### src/rtl/esc_sequencer.sv
// esc_sequencer
//   Start-up / run / stop / fault sequencer for a sensored ESC.
//   Aligns the rotor at a fixed period, ramps the period reference one
//   count at a time toward the requested period, holds it in RUN, brakes on
//   a stop request and latches faults (external or encoder stall).
//
// Ports
//   clk           rising-edge clock
//   reset         synchronous active-high reset
//   start         spin-up request
//   stop          controlled stop request
//   fault_in      external fault (level)
//   clear_fault   leave FAULT (ignored while fault_in is high)
//   target_period requested period reference (smaller = faster)
//   ramp_div      clocks per ramp step minus one
//   speed_period  measured encoder period
//   stall_limit   slow threshold for stall detection (0 = off)
//   drive_en      allow PWM drive
//   brake         brake request
//   period_cmd    period reference to the ESC
//   state         current state code
//   fault         in FAULT
//   fault_code    01 external, 10 stall, 00 none
//
// state | meaning
// ------+---------------------------------------------------------
// IDLE  | drive off, period at START_PERIOD, waiting for start
// ALIGN | drive on at START_PERIOD for ALIGN_CYCLES clocks
// RAMP  | step period_cmd toward target_period every ramp_div+1 clocks
// RUN   | hold period_cmd, re-ramp when target changes
// BRAKE | drive off, brake on for BRAKE_CYCLES clocks, then IDLE
// FAULT | drive off, brake on, wait for clear_fault with fault_in low
module esc_sequencer #(
  parameter int                        DATA_WIDTH   = 16,
  parameter logic [DATA_WIDTH/2-1:0]   START_PERIOD = 8'd200,
  parameter int                        ALIGN_CYCLES = 1000,
  parameter int                        BRAKE_CYCLES = 500,
  parameter int                        STALL_CYCLES = 4096
) (
  input  logic                      clk,
  input  logic                      reset,
  input  logic                      start,
  input  logic                      stop,
  input  logic                      fault_in,
  input  logic                      clear_fault,
  input  logic [DATA_WIDTH/2-1:0]   target_period,
  input  logic [DATA_WIDTH-1:0]     ramp_div,
  input  logic [DATA_WIDTH-1:0]     speed_period,
  input  logic [DATA_WIDTH-1:0]     stall_limit,
  output logic                      drive_en,
  output logic                      brake,
  output logic [DATA_WIDTH/2-1:0]   period_cmd,
  output logic [2:0]                state,
  output logic                      fault,
  output logic [1:0]                fault_code
);

  localparam int PW   = DATA_WIDTH / 2;
  localparam int TMAX = (ALIGN_CYCLES > BRAKE_CYCLES) ? ALIGN_CYCLES : BRAKE_CYCLES;
  localparam int TW   = $clog2(TMAX + 1);
  localparam int SW   = $clog2(STALL_CYCLES + 1);

  // Down-counter loads: the timer expires on the clock it reads zero, so
  // loading N-1 gives exactly N clocks in the state.
  localparam logic [TW-1:0] ALIGN_LOAD = TW'(ALIGN_CYCLES - 1);
  localparam logic [TW-1:0] BRAKE_LOAD = TW'(BRAKE_CYCLES - 1);
  localparam logic [SW-1:0] STALL_LAST = SW'(STALL_CYCLES - 1);

  localparam logic [1:0] CODE_NONE  = 2'b00;
  localparam logic [1:0] CODE_EXT   = 2'b01;
  localparam logic [1:0] CODE_STALL = 2'b10;

  typedef enum logic [2:0] {
    S_IDLE  = 3'd0,
    S_ALIGN = 3'd1,
    S_RAMP  = 3'd2,
    S_RUN   = 3'd3,
    S_BRAKE = 3'd4,
    S_FAULT = 3'd5
  } state_t;

  state_t                state_q, state_d;
  logic [PW-1:0]         period_q, period_d;
  logic [1:0]            code_q, code_d;
  logic [TW-1:0]         timer_q, timer_d;
  logic [DATA_WIDTH-1:0] presc_q, presc_d;
  logic [SW-1:0]         stall_q, stall_d;
  logic                  stall_cond;

  assign stall_cond = (stall_limit != '0) && (speed_period >= stall_limit);

  always_comb begin
    state_d  = state_q;
    period_d = period_q;
    code_d   = code_q;
    timer_d  = timer_q;
    presc_d  = '0;
    stall_d  = '0;

    case (state_q)
      S_IDLE: begin
        period_d = START_PERIOD;
        if (fault_in) begin
          state_d = S_FAULT;
          code_d  = CODE_EXT;
        end else if (start) begin
          state_d = S_ALIGN;
          timer_d = ALIGN_LOAD;
        end
      end

      S_ALIGN: begin
        period_d = START_PERIOD;
        if (fault_in) begin
          state_d = S_FAULT;
          code_d  = CODE_EXT;
        end else if (stop) begin
          state_d = S_BRAKE;
          timer_d = BRAKE_LOAD;
        end else if (timer_q == '0) begin
          state_d = S_RAMP;
        end else begin
          timer_d = timer_q - 1'b1;
        end
      end

      S_RAMP: begin
        if (fault_in) begin
          state_d = S_FAULT;
          code_d  = CODE_EXT;
        end else if (stop) begin
          state_d = S_BRAKE;
          timer_d = BRAKE_LOAD;
        end else if (stall_cond && stall_q == STALL_LAST) begin
          state_d = S_FAULT;
          code_d  = CODE_STALL;
        end else begin
          stall_d = stall_cond ? stall_q + 1'b1 : '0;
          if (period_q == target_period) begin
            state_d = S_RUN;
          end else if (presc_q >= ramp_div) begin
            // >= rather than == so a live drop of ramp_div below the
            // current count steps immediately instead of wrapping.
            period_d = (period_q > target_period) ? period_q - 1'b1
                                                  : period_q + 1'b1;
          end else begin
            presc_d = presc_q + 1'b1;
          end
        end
      end

      S_RUN: begin
        if (fault_in) begin
          state_d = S_FAULT;
          code_d  = CODE_EXT;
        end else if (stop) begin
          state_d = S_BRAKE;
          timer_d = BRAKE_LOAD;
        end else if (stall_cond && stall_q == STALL_LAST) begin
          state_d = S_FAULT;
          code_d  = CODE_STALL;
        end else begin
          stall_d = stall_cond ? stall_q + 1'b1 : '0;
          if (target_period != period_q) state_d = S_RAMP;
        end
      end

      S_BRAKE: begin
        if (fault_in) begin
          state_d = S_FAULT;
          code_d  = CODE_EXT;
        end else if (timer_q == '0) begin
          state_d  = S_IDLE;
          period_d = START_PERIOD;
        end else begin
          timer_d = timer_q - 1'b1;
        end
      end

      S_FAULT: begin
        if (clear_fault && !fault_in) begin
          state_d  = S_IDLE;
          code_d   = CODE_NONE;
          period_d = START_PERIOD;
        end
      end

      default: begin
        state_d  = S_IDLE;
        code_d   = CODE_NONE;
        period_d = START_PERIOD;
        timer_d  = '0;
      end
    endcase
  end

  // Output flags are registered from the next state so they change on the
  // same edge as the state code.
  always_ff @(posedge clk) begin
    if (reset) begin
      state_q  <= S_IDLE;
      period_q <= START_PERIOD;
      code_q   <= CODE_NONE;
      timer_q  <= '0;
      presc_q  <= '0;
      stall_q  <= '0;
      drive_en <= 1'b0;
      brake    <= 1'b0;
      fault    <= 1'b0;
    end else begin
      state_q  <= state_d;
      period_q <= period_d;
      code_q   <= code_d;
      timer_q  <= timer_d;
      presc_q  <= presc_d;
      stall_q  <= stall_d;
      drive_en <= (state_d == S_ALIGN) || (state_d == S_RAMP) || (state_d == S_RUN);
      brake    <= (state_d == S_BRAKE) || (state_d == S_FAULT);
      fault    <= (state_d == S_FAULT);
    end
  end

  assign state      = state_q;
  assign period_cmd = period_q;
  assign fault_code = code_q;

endmodule

### config.mk
export PLATFORM = sky130hd
export DESIGN_NAME = esc_sequencer
export DESIGN_NICKNAME = d
export VERILOG_FILES = /design/src/rtl/esc_sequencer.sv
export SDC_FILE = /design/constraint.sdc
export NUM_CORES = 1
export LEC_CHECK = 0
export ABC_AREA = 1
export CAP_MARGIN = 20
export CORE_UTILIZATION = 49
export CTS_BUF_LIST = sky130_fd_sc_hd__clkbuf_8
export CTS_CLUSTER_SIZE = 8
export DETAILED_ROUTE_END_ITERATION = 8
export PLACE_DENSITY_LB_ADDON = 0.12
export SYNTH_ARGS = -nofsm -noshare
export SYNTH_HDL_FRONTEND = slang
export SYNTH_SLANG_ARGS = --single-unit
export TNS_END_PERCENT = 5
### constraint.sdc
create_clock -name clk -period 3.25 [get_ports clk]
set_clock_uncertainty 0.05 [all_clocks]
set_input_delay 0.4875 -clock clk [delete_from_list [all_inputs] [get_ports clk]]
set_output_delay 0.4875 -clock clk [all_outputs]
set_load 0.05 [all_outputs]
==> results.tsv, run 1 <==
stage	metric	value	unit
clock_network	cts_tree	done	
clock_network	htreeDepth	2	
die	die_area	9100	um^2
layout	drive_gt1_frac	0.0737	
layout	finalNetCount	831	
setup_path	required	3.39	ns
detailed_routing	vias	4185	
detailed_routing	routed_wl	9900	um
timing	setup_tns	0	ns
synth	yosysWarnings	0	
die	start_util	0.512	
place	globalplace.congestion	0.872	
synth	synthFlopType	dfxtp_1	
synth	synth_area_per_cell	6.80	um^2
layout	fillerInstances	772	
power_and_ir_drop	p_per_area	576	nW/um^2
grt	busiest_layer	met2	
timing	post-route-min-period	3.04	ns
hold_path	min_path_type	reg2reg	
timing	setup_viol	0	
detailed_routing	drt-initial-drc-count	117	
job	maxCapViolations	0	
timing	worstMarginPinSlew	0.540	ns
synth	async_reset_ff_frac	0	
clock_network	cts_sinks	55	
clock_network	cts_made_buffers	5	
power_and_ir_drop	power.leakage	0.00257	uW
setup_path	reg2reg_setup_slack	0.42	ns
synth	synth_nets	741	
timing	slew_violations	0	
detailed_routing	drc	0	
clock_network	insertion_delay	0.31	ns
grt	grt_max_degree	17	
die	die_x	95.4	um
grt	antenna_found_initial	0	
place	dpl.hpwl	8040	um
clock_network	post_cts_buffers	0	
synth	synth_most_common_cell	nand2_1	
setup_path	critical_path.max_fanout	5	
layout	syn_to_final_growth	25.7	%
grt	grt-ovfl-total	0	
timing	finalHoldViolCount	0	
setup_path	slowest_stage	clkdlybuf4s50_1	
synth	synth.distinct_cells	44	
clock_network	cts.clk_slew.worst_paths	0.10	ns
setup_path	setup.worst_path.end_class	register	
setup_path	worst_setup_path_start_kind	primary input	
clock_network	cts_hold_buf	0	
grt	grt_pass1_wl	16700	um
setup_path	crit_top_cell	nand2_1	
layout	final-seq-area	1100	um^2
layout	multi_input_area	2720	um^2
grt	grt_pass1_vias	3971	
detailed_routing	wl_per_cell	12.0	um
die	top_level_ports	78	
grt	use_met1	0.277	
synth	synth_edf_count	0	
synth	netlist_area	4270	um^2
timing	rsz0062_at_grt	yes	
synth	synth_top_area_share	0.258	
power_and_ir_drop	p_total	3090	uW
synth	synth_common_cells	nand2_1, inv_1, nor2_1	
die	rows	33	
synth	yosysSeqAreaShare	0.258	
die	core_area	8340	um^2
setup_path	cpPeakStageDelay	0.45	ns
synth	synth_area_leader_cell	dfxtp_1	
detailed_routing	via_per_inst	5.08	
synth	yosys-top-cells-area	dfxtp_1, ha_1, nand2_1	
synth	ys_ff_latch	55	
synth	syn_inst	628	
setup_path	crit_chain	clkdlybuf4s50_1 -> inv_1 -> ha_1 -> inv_1 -> nor2_1 -> o21ai_0 -> nand2_1 -> nand2_1 -> nand2_1 -> nand2_1 -> inv_1 -> buf_4 -> ha_1 -> a21oi_1 -> or2_2 -> nand3_1 -> inv_1 -> nand2_1 -> nand3_1 -> nand4_1 -> nand3_1	
clock_network	cts_resized	0	
timing	max_freq	0.329	GHz
grt	use_met3	0.0343	
timing	slew_headroom	0.639	
timing	period_share	0.935	
power_and_ir_drop	ir_worst_vdd	0.324	mV
clock_network	clk_path_buf_depth	2	
place	numPortBuffers	77	
die	dieHeight	95.4	um
layout	diodes	0	
run_status	status	complete, no violations	
setup_path	worst_ep_arrival_time	3.18	ns
detailed_routing	detail-route-antenna-nets	0	
grt	grt_usage	0.229	
clock_network	root_buffer	clkbuf_8	
setup_path	crit_type	in2reg	
detailed_routing	drtPass1Iterations	4	
grt	use_met2	0.425	
[registers in the layout, indices dropped and copies added (netlist names)]
signal and cells:
state 3, timer_q 10, presc_q 16, period_cmd 8, fault_code 2, stall_q 13, fault 1, brake 1
drive_en 1
[per-layer routing]
layer | vias up | share of wire
met5 | - | 0
met4 | 0 | 0.012
met3 | 14 | 0.035
met2 | 72 | 0.50
met1 | 1884 | 0.46
li1 | 2215 | -
[final timing paths]
path / startpoint / to / cells after the start
worst min-delay path: stall_q[0] / stall_q[0] / 1
worst max register to register: period_cmd[1] / period_cmd[7] / 19
worst max-delay path: target_period[1] / period_cmd[7] / 21
worst min register to register: stall_q[0] / stall_q[0] / 1
[layout make-up]
type,count,share of cell area
Multi-Input combinational cell,455,0.507
Sequential cell,55,0.205
Timing Repair Buffer,89,0.160
Inverter,112,0.0788
Tap cell,105,0.0245
Clock buffer,5,0.0128
Clock inverter,3,0.0119
[power breakdown]
group          leakage, uW  internal (uW)  switching [uW]  total (uW)
clock network    0.0000695            305             222         527
logic              0.00205            688            1000        1690
registers         0.000447            766             107         872
total              0.00257           1760            1330        3090
[cell usage in the layout, fill, tap and decap left out, types with 2 or more instances in the layout]
cell type,n
xnor2_1,7
dfxtp_1,55
nand4_2,2
inv_2,5
nand3b_1,2
xor2_1,15
nand4_1,19
nor4_1,6
buf_4,12
bufinv_16,2
nor3b_1,5
nand3_1,34
nand2_2,3
and2_1,3
nor3_1,19
nor2_4,4
nand2_1,139
and3_1,2
clkdlybuf4s50_1,77
clkbuf_8,5
a31oi_1,3
o31ai_1,2
nor2_1,57
or2_2,5
o211ai_1,3
ha_1,50
a21oi_1,40
o21ai_0,14
inv_1,107
nor2_2,6
[per-stage QoR]
step | setup slack [ns] | utilization | hold WS [ns] | instance area (um^2) | std cells
6_report | 0.211 | 0.644 | 0.414 | 5370 | 824
5_1_grt | -0.0526 | 0.644 | 0.445 | 5370 | 824
4_1_cts | 0.219 | 0.644 | 0.423 | 5370 | 824
3_5_place_dp | -0.0958 | 0.628 | 0.401 | 5240 | 816
3_3_place_gp | 0.00311 | 0.628 | 0.385 | 5240 | 816
2_1_floorplan | 0.279 | - | 0.368 | 4270 | 628
[cells by family after synthesis]
family          Yosys count  synth area share
compound gates           68            0.0876
buf+inv                 118             0.106
flops                    55             0.258
fa+ha+maj                51             0.151
xor+xnor                 22            0.0451
simple gates            314             0.353
[worst max-delay path, delay by kind of cell]
family	cells	cell delay (ns)
AND/OR/NAND/NOR	11	0.93
adder cells (fa/ha/maj)	2	0.66
AO/OA/AOI/OAI	2	0.24
buffers and inverters	6	0.87
Note: power is estimated with default switching activity, not from simulation.
==> inputs of run 2 (changes only) <==
--- a/config.mk
+++ b/config.mk
@@ -6,7 +6,7 @@
 export NUM_CORES = 1
 export LEC_CHECK = 0
 export ABC_AREA = 1
-export CAP_MARGIN = 20
+export CAP_MARGIN = 30
 export CORE_UTILIZATION = 49
 export CTS_BUF_LIST = sky130_fd_sc_hd__clkbuf_8
 export CTS_CLUSTER_SIZE = 8
==> results of run 2 <==
Same layout as run 1: the final DEF is identical, and so are final timing and power.
